<file path="src/rtl/button_debouncer.sv">
// Push-button conditioner: two-flop synchronizer, per-channel stability counter,
// clean debounced level plus registered press/release pulses and a press toggle.
module button_debouncer #(
  parameter int N_BTN           = 4,
  parameter int DEBOUNCE_CYCLES = 120000
) (
  input  logic             CLK,
  input  logic             RST_N,
  input  logic [N_BTN-1:0] BTN_RAW,
  output logic [N_BTN-1:0] BTN_STATE,
  output logic [N_BTN-1:0] BTN_PRESS,
  output logic [N_BTN-1:0] BTN_RELEASE,
  output logic [N_BTN-1:0] BTN_TOGGLE
);

  localparam int CW = (DEBOUNCE_CYCLES > 1) ? $clog2(DEBOUNCE_CYCLES) : 1;
  localparam logic [CW-1:0] CNT_MAX = CW'(DEBOUNCE_CYCLES - 1);

  typedef enum logic {
    STABLE  = 1'b0,
    PENDING = 1'b1
  } ch_state_e;

  logic [N_BTN-1:0]         s1, s2;
  logic [N_BTN-1:0][CW-1:0] cnt_q, cnt_d;
  ch_state_e                ch_state [N_BTN];
  logic [N_BTN-1:0]         accept;
  logic [N_BTN-1:0]         state_d, press_d, release_d, toggle_d;

  // State register: synchronizer, counters and all registered outputs.
  always_ff @(posedge CLK) begin
    if (!RST_N) begin
      s1          <= '0;
      s2          <= '0;
      cnt_q       <= '0;
      BTN_STATE   <= '0;
      BTN_PRESS   <= '0;
      BTN_RELEASE <= '0;
      BTN_TOGGLE  <= '0;
    end else begin
      s1          <= BTN_RAW;
      s2          <= s1;
      cnt_q       <= cnt_d;
      BTN_STATE   <= state_d;
      BTN_PRESS   <= press_d;
      BTN_RELEASE <= release_d;
      BTN_TOGGLE  <= toggle_d;
    end
  end

  // Channel state is implied by s2 vs. the accepted level; a mismatch that ends
  // early returns to STABLE and clears the count (no partial credit).
  always_comb begin
    cnt_d  = '0;
    accept = '0;
    for (int unsigned i = 0; i < N_BTN; i++) begin
      ch_state[i] = (s2[i] != BTN_STATE[i]) ? PENDING : STABLE;
      case (ch_state[i])
        PENDING: begin
          if (cnt_q[i] == CNT_MAX) begin
            accept[i] = 1'b1;
            cnt_d[i]  = '0;
          end else begin
            cnt_d[i] = cnt_q[i] + CW'(1);
          end
        end
        default: cnt_d[i] = '0;
      endcase
    end
  end

  // Acceptance only happens on a mismatch, so the new level is simply s2.
  always_comb begin
    state_d   = BTN_STATE ^ accept;
    press_d   = accept & s2;
    release_d = accept & ~s2;
    toggle_d  = BTN_TOGGLE ^ press_d;
  end

endmodule

</file>
<file path="config.mk">
export PLATFORM = sky130hd
export DESIGN_NAME = button_debouncer
export DESIGN_NICKNAME = d
export VERILOG_FILES = /design/src/rtl/button_debouncer.sv
export SDC_FILE = /design/constraint.sdc
export NUM_CORES = 1
export LEC_CHECK = 0
export CAP_MARGIN = 30
export CELL_PAD_IN_SITES_DETAIL_PLACEMENT = 1
export CELL_PAD_IN_SITES_GLOBAL_PLACEMENT = 1
export CORE_MARGIN = 4
export CORE_UTILIZATION = 40
export CTS_CLUSTER_DIAMETER = 30
export DETAILED_ROUTE_END_ITERATION = 7
export PLACE_DENSITY_LB_ADDON = 0.15
export SYNTH_ARGS = -nofsm -noshare
export SYNTH_HDL_FRONTEND = slang
export SYNTH_SLANG_ARGS = --single-unit
export TNS_END_PERCENT = 100
</file>
<file path="constraint.sdc">
create_clock -name CLK -period 2.36 [get_ports CLK]
set_input_delay 0.472 -clock CLK [delete_from_list [all_inputs] [get_ports CLK]]
set_output_delay 0.472 -clock CLK [all_outputs]
set_load 0.02 [all_outputs]
</file>
==> flow_summary_export.csv <==
group,metric,value,unit
sta,clock_skew,0.00790,ns
clocking,holdBufCountCts,0,
placed_design,place_ws,0.311,ns
drt,vias,3064,
sta,finalHoldViolCount,0,
sta,finalCriticalPeriod,2.06,ns
grt,grt_max_degree,19,
critical_path,crit_chain,"or4b_1 > or4_4 > or4_1 > a21boi_1",
synth,yosys.cell_count.top_type,"dfxtp_1",
grt,grt_pass1_wl,14800,um
sta,slew_headroom,0.520,
synth,synth_edf_count,0,
critical_path,cp_slowest_cell,"or4_1",
drt,drt_iter0_markers,60,
critical_path,start_kind,"register",
placed_design,dp_hpwl,5860,um
die,coreArea,0.00942,sq mm
drt,highest_layer,"met4",
drt,wl_met1,4220,um
clocking,cts.reportedPaths.clkPinSlew,0.09,ns
power_and_ir_drop,power.density,586,mW/mm^2
drt,wl_per_cell,13.9,um
final_layout,drive_gt1_frac,0.0685,
status,status,"complete, no violations",
synth,synth.top_cells.by_area,"dfxtp_1, xnor2_1, nor2_1, nor4_1, nand4_1",
critical_path,end_kind,"register",
synth,ys_ff_latch,92,
die,boundaryPins,22,
clocking,htree_levels,3,
die,die_w,107,um
drt,wl_met2,3690,um
synth,yosysWarnings,0,
synth,yosys_most_used_dff,"dfxtp_1",
final_layout,area_delta_synth_final,13.8,%
critical_path,worstSetupPathType,"register to register",
clocking,cts_made_buffers,9,
worst_hold_path,whs_path_depth,1,
die,rows,35,
critical_path,crit_family,"simple AND/OR/NAND/NOR gates",
die,die_y,107,um
synth,synth_cell_types,39,
drt,wirelength,8280,um
critical_path,rr_worst_depth,4,
critical_path,cp.arrival,2.34,ns
flow_run,drv_cap,0,
sta,period_share,0.873,
synth,syn_avg_cell_area,9.03,sq um
drt,vias_per_cell,5.14,
clocking,clockRootBuffer,"clkbuf_8",
clocking,post_cts_resized,0,
grt,grt.overflow.total,0,
final_layout,final_nets,472,
critical_path,path_buf_inv,0,
synth,yosysTopAreaCell,"dfxtp_1",
drt,remaining_drc_errors,0,
drt,ant_nets,0,
clocking,cts_tree,"yes",
sta,setup_viol,0,
drt,firstDrtPassIters,4,
sta,worst_pin_slew,0.714,ns
critical_path,crit_fanout,5,
power_and_ir_drop,ir_worst_vdd,0.258,mV
synth,ys_seq_area_frac,0.468,
synth,synthTopCellsByCount,"dfxtp_1, nor2_1, xnor2_1",
grt,grt.total_usage,0.156,
drt,route.met3.wl,269,um
die,initial_core_util,0.418,
critical_path,worstPathRequired,2.64,ns
die,die_area,0.0115,sq mm
critical_path,slowest_delay,0.50,ns
worst_hold_path,hold_class,"register to register",
sta,fmax,0.485,GHz
final_layout,antenna_cells,0,
grt,grt_pass1_vias,3051,
synth,synthesis.area,0.00394,sq mm
synth,syn_inst,436,
final_layout,fill_cells,1123,
sta,rsz0062_at_grt,"no",
clocking,cts_buffer_depth,2,
sta,worst_slack,0.299,ns
sta,setup-tns-final,0,ns
synth,synth_top_area_frac,0.468,
synth,synth_nets,446,
placed_design,place_congestion,0.757,
sta,maxSlewViolCount,0,
synth,async_reset_ff_frac,0,
placed_design,portBuffers,21,
power_and_ir_drop,power_leakage,1.32,nW
clocking,cts_setup_buffers,0,
grt,antenna_found_initial,0,
critical_path,cp.depth,4,
critical_path,reg2reg_slack,0.30,ns
clocking,clk_latency,0.35,ns
clocking,cts.sinks,92,
## path summary, 6_finish.rpt
check                       end  startpoint
setup / recovery  BTN_TOGGLE[1]   cnt_q[24]
hold / removal            s2[0]       s1[0]
setup reg to reg  BTN_TOGGLE[1]   cnt_q[24]
hold reg to reg           s2[0]       s1[0]
## logic make-up (layout without fill, tap and decap cells)
| family | count (synthesis) | in the layout | synth area share |
|---|---|---|---|
| mux | 7 | 7 | 0.0178 |
| fa+ha+maj | 4 | 4 | 0.0127 |
| flops | 92 | 92 | 0.468 |
| xor+xnor | 56 | 56 | 0.125 |
| simple gates | 239 | 239 | 0.326 |
| compound gates | 14 | 14 | 0.0242 |
| buf+inv | 24 | 55 | 0.0264 |
## metrics by stage
stage | util | instance area (sq um) | std cells | total power [mW] | hold slack, ns
floorplan | - | 3940 | 436 | 1.63 | 0.412
global placement | 0.456 | 4290 | 580 | 1.64 | 0.416
detailed placement | 0.456 | 4290 | 580 | 1.64 | 0.425
CTS | 0.475 | 4480 | 596 | 2.67 | 0.445
global route | 0.475 | 4480 | 596 | 2.73 | 0.467
finish | 0.475 | 4480 | 596 | 2.62 | 0.440
## final cells by class
type	count	area, sq um	area share
Clock buffer	13	169	0.0377
Clock inverter	3	18.8	0.00419
Inverter	13	48.8	0.0109
Multi-Input combinational cell	320	1990	0.444
Sequential cell	92	1840	0.411
Tap cell	129	161	0.0361
Timing Repair Buffer	26	248	0.0553
## state kept, by name (all words and copies together) (netlist names), named ones only
name and count:
BTN_PRESS 4, BTN_RELEASE 4, BTN_TOGGLE 4, cnt_q 68, s1 4, s2 4
## placed cells by master (no fill, tap or decap), types with 12 or more instances in the layout
cell type,n
nor3_1,13
dfxtp_1,92
nor2_1,74
clkbuf_8,12
nand4_1,20
inv_1,13
nand3_1,20
nand2_1,24
clkdlybuf4s50_1,21
xnor2_1,46
nor4_1,22
## metal layers
metal / up-vias / GRT usage
met4: 0 / 0.0493
met5: - / 0
li1: 1552 / -
met3: 9 / 0.0289
met2: 30 / 0.239
met1: 1473 / 0.221
## report_power, final
group | internal [mW] | switching [mW]
sequential | 1.56 | 0.00459
clock | 0.472 | 0.547
combinational | 0.0195 | 0.0231
No activity file was read; power rests on OpenSTA's default activity.
